**src/rtl/immediate_encoder.sv**
```systemverilog
// ----------------------------------------------------------------------------
// immediate_encoder
//   Packs a 32-bit immediate into the U/I/S/B/J bit positions of a RISC-V
//   instruction word. All other bits come from base_fields. The datapath is a
//   two-stage valid/ready pipeline:
//     S1 holds the accepted request; the encoding and range checks are
//        computed from it.
//     S2 is the output register.
//   A saturating counter tracks how many errored results have been emitted.
//
// Ports
//   clk              in   1          clock, rising edge
//   reset_n          in   1          synchronous active-low reset
//   in_valid         in   1          request valid
//   in_ready         out  1          request accepted when in_valid && in_ready
//   immediate_select in   3          000 U, 001 I, 010 S, 011 B, 100 J, else invalid
//   immediate_value  in   32         immediate, two's complement
//   base_fields      in   32         non-immediate instruction fields
//   out_valid        out  1          result valid
//   out_ready        in   1          result consumed when out_valid && out_ready
//   instruction_out  out  32         encoded instruction
//   range_error      out  1          immediate not representable in format
//   format_error     out  1          immediate_select is 101/110/111
//   error_count      out  ERR_CNT_W  saturating count of emitted errored results
// ----------------------------------------------------------------------------
module immediate_encoder #(
    parameter int unsigned ERR_CNT_W = 8
) (
    input  logic                 clk,
    input  logic                 reset_n,
    input  logic                 in_valid,
    output logic                 in_ready,
    input  logic [2:0]           immediate_select,
    input  logic [31:0]          immediate_value,
    input  logic [31:0]          base_fields,
    output logic                 out_valid,
    input  logic                 out_ready,
    output logic [31:0]          instruction_out,
    output logic                 range_error,
    output logic                 format_error,
    output logic [ERR_CNT_W-1:0] error_count
);

    localparam int unsigned XLEN  = 32;
    localparam int unsigned SEL_W = 3;

    localparam logic [SEL_W-1:0] SEL_U = 3'b000;
    localparam logic [SEL_W-1:0] SEL_I = 3'b001;
    localparam logic [SEL_W-1:0] SEL_S = 3'b010;
    localparam logic [SEL_W-1:0] SEL_B = 3'b011;
    localparam logic [SEL_W-1:0] SEL_J = 3'b100;

    localparam logic [ERR_CNT_W-1:0] ERR_MAX = '1;

    // Request payload held in S1
    typedef struct packed {
        logic [SEL_W-1:0] sel;
        logic [XLEN-1:0]  imm;
        logic [XLEN-1:0]  base;
    } req_t;

    // Result payload held in S2
    typedef struct packed {
        logic [XLEN-1:0] inst;
        logic            range_err;
        logic            format_err;
    } rsp_t;

    // ------------------------------------------------------------------------
    // State
    // ------------------------------------------------------------------------
    logic                 s1_valid_q, s1_valid_d;
    req_t                 s1_req_q,   s1_req_d;
    logic                 s2_valid_q, s2_valid_d;
    rsp_t                 s2_rsp_q,   s2_rsp_d;
    logic [ERR_CNT_W-1:0] err_cnt_q,  err_cnt_d;

    // ------------------------------------------------------------------------
    // Handshake
    // ------------------------------------------------------------------------
    logic s2_ready_c;
    logic s1_ready_c;
    logic in_fire_c;
    logic out_fire_c;

    assign s2_ready_c = !s2_valid_q || out_ready;
    assign s1_ready_c = !s1_valid_q || s2_ready_c;
    // Nothing is accepted in a cycle where reset is asserted.
    assign in_ready   = reset_n && s1_ready_c;
    assign in_fire_c  = in_valid && in_ready;
    assign out_fire_c = s2_valid_q && out_ready;

    // ------------------------------------------------------------------------
    // Range checks: the upper immediate bits must be a pure sign extension
    // ------------------------------------------------------------------------
    logic sext11_ok_c;
    logic sext12_ok_c;
    logic sext20_ok_c;

    assign sext11_ok_c = (&s1_req_q.imm[31:11]) || !(|s1_req_q.imm[31:11]);
    assign sext12_ok_c = (&s1_req_q.imm[31:12]) || !(|s1_req_q.imm[31:12]);
    assign sext20_ok_c = (&s1_req_q.imm[31:20]) || !(|s1_req_q.imm[31:20]);

    // ------------------------------------------------------------------------
    // Encoding of the S1 request. Truncated bits are still placed when the
    // range check fails; an invalid select passes base_fields through.
    // ------------------------------------------------------------------------
    rsp_t enc_c;

    always_comb begin
        enc_c            = '0;
        enc_c.inst       = s1_req_q.base;
        enc_c.range_err  = 1'b0;
        enc_c.format_err = 1'b0;
        case (s1_req_q.sel)
            SEL_U: begin
                enc_c.inst[31:12] = s1_req_q.imm[31:12];
                enc_c.range_err   = |s1_req_q.imm[11:0];
            end
            SEL_I: begin
                enc_c.inst[31:20] = s1_req_q.imm[11:0];
                enc_c.range_err   = !sext11_ok_c;
            end
            SEL_S: begin
                enc_c.inst[31:25] = s1_req_q.imm[11:5];
                enc_c.inst[11:7]  = s1_req_q.imm[4:0];
                enc_c.range_err   = !sext11_ok_c;
            end
            SEL_B: begin
                enc_c.inst[31]    = s1_req_q.imm[12];
                enc_c.inst[30:25] = s1_req_q.imm[10:5];
                enc_c.inst[11:8]  = s1_req_q.imm[4:1];
                enc_c.inst[7]     = s1_req_q.imm[11];
                enc_c.range_err   = s1_req_q.imm[0] || !sext12_ok_c;
            end
            SEL_J: begin
                enc_c.inst[31]    = s1_req_q.imm[20];
                enc_c.inst[30:21] = s1_req_q.imm[10:1];
                enc_c.inst[20]    = s1_req_q.imm[11];
                enc_c.inst[19:12] = s1_req_q.imm[19:12];
                enc_c.range_err   = s1_req_q.imm[0] || !sext20_ok_c;
            end
            default: begin
                enc_c.format_err  = 1'b1;
            end
        endcase
    end

    // ------------------------------------------------------------------------
    // Next state
    // ------------------------------------------------------------------------
    always_comb begin
        s1_valid_d = s1_valid_q;
        s1_req_d   = s1_req_q;
        s2_valid_d = s2_valid_q;
        s2_rsp_d   = s2_rsp_q;
        err_cnt_d  = err_cnt_q;

        // S1 refills from the input whenever it can move on.
        if (s1_ready_c) begin
            s1_valid_d = in_fire_c;
        end
        if (in_fire_c) begin
            s1_req_d.sel  = immediate_select;
            s1_req_d.imm  = immediate_value;
            s1_req_d.base = base_fields;
        end

        // S2 only loads when empty or being consumed; otherwise it holds.
        if (s2_ready_c) begin
            s2_valid_d = s1_valid_q;
            if (s1_valid_q) begin
                s2_rsp_d = enc_c;
            end
        end

        // Count errored results as they leave, saturating at all-ones.
        if (out_fire_c && (s2_rsp_q.range_err || s2_rsp_q.format_err)
                && (err_cnt_q != ERR_MAX)) begin
            err_cnt_d = err_cnt_q + ERR_CNT_W'(1);
        end
    end

    // ------------------------------------------------------------------------
    // Registers
    // ------------------------------------------------------------------------
    always_ff @(posedge clk) begin
        if (!reset_n) begin
            s1_valid_q <= 1'b0;
            s1_req_q   <= '0;
            s2_valid_q <= 1'b0;
            s2_rsp_q   <= '0;
            err_cnt_q  <= '0;
        end else begin
            s1_valid_q <= s1_valid_d;
            s1_req_q   <= s1_req_d;
            s2_valid_q <= s2_valid_d;
            s2_rsp_q   <= s2_rsp_d;
            err_cnt_q  <= err_cnt_d;
        end
    end

    // ------------------------------------------------------------------------
    // Outputs
    // ------------------------------------------------------------------------
    assign out_valid       = s2_valid_q;
    assign instruction_out = s2_rsp_q.inst;
    assign range_error     = s2_rsp_q.range_err;
    assign format_error    = s2_rsp_q.format_err;
    assign error_count     = err_cnt_q;

endmodule

```
**config.mk**
```make
export PLATFORM = sky130hd
export DESIGN_NAME = immediate_encoder
export DESIGN_NICKNAME = d
export VERILOG_FILES = /design/src/rtl/immediate_encoder.sv
export SDC_FILE = /design/constraint.sdc
export NUM_CORES = 1
export LEC_CHECK = 0
export CAP_MARGIN = 5
export CORE_ASPECT_RATIO = 0.7
export CORE_MARGIN = 3
export CORE_UTILIZATION = 33
export CTS_BUF_LIST = sky130_fd_sc_hd__clkbuf_8
export CTS_CLUSTER_SIZE = 12
export DETAILED_ROUTE_END_ITERATION = 6
export PLACE_DENSITY_LB_ADDON = 0.12
export SKIP_LAST_GASP = 1
export SLEW_MARGIN = 20
export SYNTH_ARGS = -nofsm -noshare
export SYNTH_HDL_FRONTEND = slang
export SYNTH_SLANG_ARGS = --single-unit
```
**constraint.sdc**
```tcl
create_clock -name clk -period 3.9 [get_ports clk]
set_input_delay 0.39 -clock clk [delete_from_list [all_inputs] [get_ports clk]]
set_output_delay 0.39 -clock clk [all_outputs]
set_load 0.01 [all_outputs]
```
==> PnR_summary.wiki, run 1 <==
{| class="wikitable"
! Metric !! Value
|-
| Proportion of register bits with asynchronous set or reset after synthesis || 0%
|-
| Post-synthesis instance total || 581
|-
| Input/output buffers || 114
|-
| Number of CTS-inserted buffers || 9
|-
| Hold Fails Final Rpt || 0
|-
| Ratio of cells with drive above 1 in the final layout || 4.61%
|-
| Leakage dissipation || 2.38 nW
|-
| Number of library cell types mapped by synthesis || 42
|-
| Kind of path behind the tightest hold check || flip-flop to flip-flop
|-
| Routability Congestion || 0.790
|-
| Worst slew slack as a fraction of its limit || 44.2%
|-
| Sink Count || 111
|-
| DRT Pass-1 Iters || 5
|-
| Initial standard-cell utilization of the core || 34.2%
|-
| Highest clock frequency the design can meet || 0.449 GHz
|-
| DRC errors left || 0
|-
| Total power divided by cell area || 389 mW/mm^2
|-
| Overall overflow remaining after global route || 0
|-
| Startpoint of the most critical hold path || s1_req_q[21]$_SDFFE_PN0P_
|-
| Post-CTS sizing || 0
|-
| Yosys top cell area share || 48.6%
|-
| Worst setup path startpoint || out_ready
|-
| Final setup violation count || 0
|-
| Routed wire per std cell || 15.8 microns
|-
| Post-synthesis sequential area ratio || 48.6%
|-
| Gr usage total || 17.6%
|-
| Total net switching power || 0.622 mW
|-
| DRT iter0 DRCs || 326
|-
| Reg-to-reg slack, setup || 1.90 ns
|-
| Sink of the worst hold path || s1_req_q[21]$_SDFFE_PN0P_
|-
| Setup WS post-layout || 1.67 ns
|-
| First-pass GRT wire length || 21800 microns
|-
| Part of the total power dissipated in combinational logic || 14.7%
|-
| Clock tree from TritonCTS || yes
|-
| R2r worst-path depth || 6
|-
| Critical path arrival || 1.84 ns
|-
| Worst setup path category || input port to output pin
|-
| Synthesized net count || 653
|-
| Pins Over Slew Limit || 0
|-
| Area Growth Syn to Fin || 30.6%
|-
| Share of total power consumed by net switching || 26.8%
|-
| FF-to-FF Start || out_valid$_SDFFE_PN0P_
|-
| Pin count of the biggest net entering global routing || 74
|-
| Hold-fix buffers at CTS || 0
|-
| Ordered list of cells on the worst path || clkdlybuf4s50_1 > nor2b_4 > a21oi_2 > clkdlybuf4s50_1
|-
| Flip-flop and latch count after synthesis || 111
|-
| Number of enable flip-flop cells after synthesis || 0
|-
| Via count of the first global-routing pass || 4023
|-
| Clk Latency, worst-skew pair || 0.37 ns
|-
| Post-DR vias/cell || 5.01
|-
| Synthesized area divided by synthesized cell count || 7.87 sq um
|-
| Ant diodes || 0
|-
| Crit share post-route || 57.1%
|-
| Post-detailed-placement half-perimeter wirelength || 9580 microns
|-
| Clock network power share || 30.0%
|-
| IR Drop Worst-Case VDD || 0.000178 V
|-
| Aggregate routed wire length || 13500 microns
|-
| Total number of H-tree levels || 3
|-
| Transition at the pin with the smallest max-transition slack || 0.834 ns
|-
| Data required time of the critical path || 3.51 ns
|-
| Highest net fanout along the worst path || 5
|-
| Library cell used as clock root buffer || sky130_fd_sc_hd__clkbuf_8
|-
| Leading post-synthesis cells by instance count || sky130_fd_sc_hd__nand2_1 (188), sky130_fd_sc_hd__dfxtp_1 (111), sky130_fd_sc_hd__nand3_1 (79)
|-
| Nature of the critical path startpoint || input port
|-
| Clock edge transition at the registers on the reported setup and hold paths || 0.09 ns
|-
| Final Core Density || 44.7%
|-
| Power, Total || 2.32 mW
|-
| Library cell appearing most often on the critical path || sky130_fd_sc_hd__clkdlybuf4s50_1
|-
| Max incr delay on CP || 0.59 ns
|-
| Tmin final || 2.23 ns
|-
| Initial antenna violation count || 0
|-
| Count of yosys warnings during synthesis || 0
|-
| End of the worst register-to-register path || s1_req_q[13]$_SDFFE_PN0P_
|-
| Post-Syn Area || 0.00457 sq mm
|-
| Worst Setup Slack post-DPL || 1.36 ns
|-
| Layout net count || 739
|-
| I/O pin count || 115
|-
| Seq pwr share || 55.2%
|-
| Crit-path slowest cell || sky130_fd_sc_hd__clkdlybuf4s50_1
|-
| Hold path cells || 2
|-
| Setup repair after global routing missed its margin || no
|-
| Vias after detailed routing || 4290
|-
| Final clock skew || 0.00891 ns
|-
| Clock buffer depth || 2
|-
| Core ar. || 0.0134 sq mm
|-
| Post-route setup TNS || 0 ns
|-
| Worst hold-check slack || 0.456 ns
|-
| Die outline width || 147 microns
|-
| Number of rows in the core area || 35
|-
| Dominant cell type by area after synthesis || sky130_fd_sc_hd__dfxtp_1
|-
| Cell with the most instances after synthesis || sky130_fd_sc_hd__nand2_1
|-
| Status || finished, final reports clean
|-
| Die area || 0.0153 sq mm
|-
| Post-route antenna net violation count || 0
|-
| Setup crit end kind || output pin
|-
| Maximum Capacitance Violations || 0
|-
| Floorplan die height || 104 microns
|-
| Cell Int Power || 1.70 mW
|-
| Synth top area cells || sky130_fd_sc_hd__dfxtp_1 (49%), sky130_fd_sc_hd__nand2_1 (15%), sky130_fd_sc_hd__nand3_1 (8.6%)
|-
| # Post-CTS Setup Buffers || 0
|-
| Main flop type after synthesis || sky130_fd_sc_hd__dfxtp_1
|}
==> area by class of cell <==
type                            instances  area [sq um]
Fill cell                            1348          7390
Sequential cell                       111          2220
Multi-Input combinational cell        424          2130
Timing Repair Buffer                  119          1170
Tap cell                              185           231
Clock buffer                           14           193
Clock inverter                          2          12.5
Inverter                                2          7.51
==> placed cells by master, fill, tap and decap left out, drive strengths merged <==
master	synthesis	routed
or4	2	2
and3	3	3
inv	2	3
clkdlybuf4s50	0	113
clkbuf	18	14
a21oi	25	25
o211ai	8	8
nor2	32	32
or2	1	1
xor2	1	1
nand3b	2	2
a222oi	4	4
nand3	79	79
o21a	1	1
nor4	6	6
o21ai	16	16
o221ai	2	2
o211a	1	1
a22oi	1	1
nand2b	2	2
a311oi	12	12
nand4	7	7
mux2i	9	9
xnor2	7	7
nor3	5	5
buf	26	6
and2	1	1
nor2b	4	4
dfxtp	111	111
nand2	188	188
ha	1	1
o22a	1	1
or3	1	1
clkinv	0	1
a21o	1	1
a22o	1	1
==> power by group through the flow <==
stage          Sequential [mW]  Clock (mW)  Combinational [mW]
2_1_floorplan             1.28           0               0.192
3_3_place_gp              1.31           0               0.339
3_5_place_dp              1.31           0               0.343
4_1_cts                   1.28       0.716               0.345
5_1_grt                   1.29       0.760               0.380
6_report                  1.28       0.698               0.343
==> worst max path at each step <==
stage | endpoint | slack (ns) | cells after the start
CTS | in_ready | 1.67 | 4
global placement | s1_req_q[64]$_SDFFE_PN0P_ | 1.41 | 7
floorplan | enc_c[2]$_SDFFE_PN0P_ | 2.45 | 8
detailed placement | s1_req_q[13]$_SDFFE_PN0P_ | 1.36 | 7
finish | in_ready | 1.67 | 4
global route | s1_req_q[61]$_SDFFE_PN0P_ | 1.62 | 7
==> kinds of logic after synthesis <==
| kind of cell | share of synthesized area [%] |
|---|---|
| and+or+nand+nor | 31.7 |
| DFF | 48.6 |
| AOI/OAI and AO/OA | 10.8 |
| buffers and inverters | 5.04 |
| muxes | 1.97 |
| xor gates and xnor gates | 1.53 |
| adders and majority gates | 0.274 |
==> stage by stage <==
stage / instances / instance area [sq um]
after detailed placement: 841 / 5770
after floorplan: 581 / 4570
after global placement: 841 / 5770
after global routing: 857 / 5970
after CTS: 857 / 5970
final: 857 / 5970
==> layer usage <==
| layer | up-vias | routed length (microns) | track usage (%) |
|---|---|---|---|
| met1 | 2007 | 6720 | 25.8 |
| li1 | 2138 | - | - |
| met2 | 136 | 5750 | 25.6 |
| met4 | 0 | 102 | 3.62 |
| met5 | - | 0 | 0 |
| met3 | 9 | 951 | 4.92 |
==> worst max-delay path: cells and delay by family <==
kind / cells / cell delay, ns
buf+inv: 2 / 1.15
simple gates: 1 / 0.09
compound gates: 1 / 0.20
==> sequential cells by signal, summed over array words and instances (netlist names) <==
signal and flops:
enc_c 7, error_count 8, format_error 1, instruction_out 32
out_valid 1, range_error 1, s1_req_q 60, s1_valid_q 1
No activity file was read; power rests on OpenSTA's default activity.
==> inputs of run 2 (changes only) <==
==> constraint.sdc (replaced) <==
create_clock -name clk -period 2.2 [get_ports clk]
set_input_delay 0.22 -clock clk [delete_from_list [all_inputs] [get_ports clk]]
set_output_delay 0.22 -clock clk [all_outputs]
set_load 0.01 [all_outputs]
==> run 2 against run 1 <==
Effect of this change: global-route usage down 0.098 points; worst setup slack worse by 1.4 ns; clock skew up 0.0018 ns.
==> PnR_summary.wiki, run 2 (synthesis results as in run 1) <==
{| class="wikitable"
! Metric !! Value
|-
| I/O pin count || 115 (unchanged)
|-
| Leakage dissipation || 2.43 nW (+1.9%)
|-
| Max reg flops || 60 (unchanged)
|-
| Vias after detailed routing || 4286 (-0.093%)
|-
| Setup repair after global routing missed its margin || no
|-
| Initial standard-cell utilization of the core || 34.2% (unchanged)
|-
| Number of CTS-inserted buffers || 9 (unchanged)
|-
| Crit share post-route || 85.8%
|-
| Sink of the worst hold path || s1_req_q[45]$_SDFFE_PN0P_
|-
| Post-detailed-placement half-perimeter wirelength || 9460 microns (-1.2%)
|-
| Number of rows in the core area || 35 (unchanged)
|-
| Post-CTS sizing || 0 (unchanged)
|-
| Hold path cells || 3 (+1)
|-
| Routability Congestion || 0.801 (+1.4%)
|-
| Status || finished, final reports clean
|-
| Tmin final || 1.89 ns
|-
| Die area || 0.0153 sq mm (unchanged)
|-
| Clock tree from TritonCTS || yes
|-
| Data required time of the critical path || 1.98 ns (-1.53 ns)
|-
| R2r worst-path depth || 6 (unchanged)
|-
| Transition at the pin with the smallest max-transition slack || 0.757 ns (-0.0770 ns)
|-
| Most frequent cells in the layout || sky130_fd_sc_hd__nand2_1 (187), sky130_fd_sc_hd__clkdlybuf4s50_1 (113), sky130_fd_sc_hd__dfxtp_1 (111), sky130_fd_sc_hd__nand3_1 (79), sky130_fd_sc_hd__nor2_1 (31)
|-
| Clock buffer depth || 2 (unchanged)
|-
| Pins Over Slew Limit || 0 (unchanged)
|-
| Hold Fails Final Rpt || 0 (unchanged)
|-
| Clock edge transition at the registers on the reported setup and hold paths || 0.11 ns (+0.02 ns)
|-
| Gr usage total || 17.5% (-0.098 points)
|-
| Routed wire per std cell || 15.3 microns (-3.0%)
|-
| Worst slew slack as a fraction of its limit || 49.6% (+5.3 points)
|-
| Reg-to-reg slack, setup || 0.44 ns (-1.46 ns)
|-
| Pin count of the biggest net entering global routing || 74 (unchanged)
|-
| First-pass GRT wire length || 21700 microns (-0.19%)
|-
| Library cell used as clock root buffer || sky130_fd_sc_hd__clkbuf_8
|-
| Highest clock frequency the design can meet || 0.530 GHz
|-
| Worst setup path category || flip-flop to output pin
|-
| Sink Count || 111 (unchanged)
|-
| Aggregate routed wire length || 13200 microns (-2.2%)
|-
| DRC errors left || 0 (unchanged)
|-
| Clk Latency, worst-skew pair || 0.38 ns (about the same)
|-
| Post-route setup TNS || 0 ns (unchanged)
|-
| Setup crit end kind || output pin
|-
| Die outline width || 147 microns (unchanged)
|-
| Via count of the first global-routing pass || 4128 (+2.6%)
|-
| # Post-CTS Setup Buffers || 0 (unchanged)
|-
| Total power divided by cell area || 707 mW/mm^2 (+82%)
|-
| Core ar. || 0.0134 sq mm (unchanged)
|-
| Kind of path behind the tightest hold check || input port to flip-flop
|-
| Post-route antenna net violation count || 0 (unchanged)
|-
| Startpoint of the most critical hold path || immediate_value[13]
|-
| DRT Pass-1 Iters || 7 (+2)
|-
| Total number of H-tree levels || 3 (unchanged)
|-
| Final setup violation count || 0 (unchanged)
|-
| Ratio of cells with drive above 1 in the final layout || 5.74% (+1.1 points)
|-
| Area Growth Syn to Fin || 32.5%
|-
| Nature of the critical path startpoint || flip-flop
|-
| Floorplan die height || 104 microns (unchanged)
|-
| Ant diodes || 0 (unchanged)
|-
| Critical path arrival || 1.67 ns (-0.17 ns)
|-
| Hold-fix buffers at CTS || 0 (unchanged)
|-
| Input/output buffers || 114 (unchanged)
|-
| Most frequent standard cell in the layout excluding fill and tap cells || sky130_fd_sc_hd__nand2_1
|-
| Initial antenna violation count || 0 (unchanged)
|-
| DRT iter0 DRCs || 357 (+9.5%)
|-
| Maximum Capacitance Violations || 0 (unchanged)
|-
| Post-DR vias/cell || 4.96 (-0.90%)
|-
| Layout net count || 746 (+0.95%)
|-
| Highest net fanout along the worst path || 5 (unchanged)
|-
| Final Core Density || 45.4% (+0.67 points)
|-
| Overall overflow remaining after global route || 0 (unchanged)
|-
| End of the worst register-to-register path || instruction_out[31]$_SDFFE_PN0P_
|-
| IR Drop Worst-Case VDD || 0.000281 V (+57%)
|-
| Final clock skew || 0.0107 ns (+0.00179 ns)
|-
| Largest Register || s1_req_q
|-
| FF-to-FF Start || s1_req_q[64]$_SDFFE_PN0P_
|}
run 2: changes by cell type in the layout (fill, tap and decap cells not counted):
cell	before	now
sky130_fd_sc_hd__buf_4	5	11
sky130_fd_sc_hd__clkbuf_8	14	10
sky130_fd_sc_hd__bufinv_16	0	2
sky130_fd_sc_hd__inv_6	0	2
sky130_fd_sc_hd__buf_12	0	1
sky130_fd_sc_hd__clkinv_2	0	1
sky130_fd_sc_hd__inv_1	3	2
run 2: metrics by stage:
step                      setup WS [ns]  cell area (sq um)  std cells  hold WS (ns)  power (mW)
after floorplan                   0.747               4570        581         0.319        2.61
after global placement            0.372               5830        848         0.441        2.93
after detailed placement          0.355               5830        848         0.445        2.94
after CTS                         0.288               6060        864         0.344        4.33
after global routing              0.223               6060        864         0.361        4.50
final                             0.312               6060        864         0.360        4.28
run 2: metal layers:
| metal | GRT usage [%] | vias up | part of all wire [%] |
|---|---|---|---|
| met2 | 25.5 | 115 | 43 |
| li1 | - | 2159 | - |
| met1 | 26.1 | 2002 | 51 |
| met4 | 3.62 | 0 | 0.71 |
| met3 | 4.14 | 10 | 5.7 |
| met5 | 0 | - | 0 |
run 2: worst max path at each step:
stage	from	slack, ns	cells after the start	to
after floorplan	out_valid$_SDFFE_PN0P_	0.75	8	enc_c[2]$_SDFFE_PN0P_
after global placement	out_ready	0.37	4	in_ready
after detailed placement	out_ready	0.36	7	s1_req_q[17]$_SDFFE_PN0P_
after CTS	out_valid$_SDFFE_PN0P_	0.29	3	in_ready
after global routing	out_valid$_SDFFE_PN0P_	0.22	3	in_ready
final	out_valid$_SDFFE_PN0P_	0.31	3	in_ready
run 2: cell type report:
type                    instances  area [sq um]
fillers                      1328          7300
well taps                     185           231
inverters                       2          7.51
clock inverters                 6          91.3
multi-input cells             424          2130
repair buffers                126          1240
flip-flops and latches        111          2220
clock buffers                  10           138
run 2: power breakdown:
group          internal (mW)  switching, mW
Combinational          0.324          0.302
Clock                  0.681          0.708
Sequential              2.14          0.129
Total                   3.14           1.14
run 2: worst max-delay path: stages, from the launching register on:
cell and delay [ns]:
sky130_fd_sc_hd__dfxtp_1 0.35, sky130_fd_sc_hd__nor2b_4 0.15, sky130_fd_sc_hd__a21oi_2 0.21, sky130_fd_sc_hd__clkdlybuf4s50_1 0.57
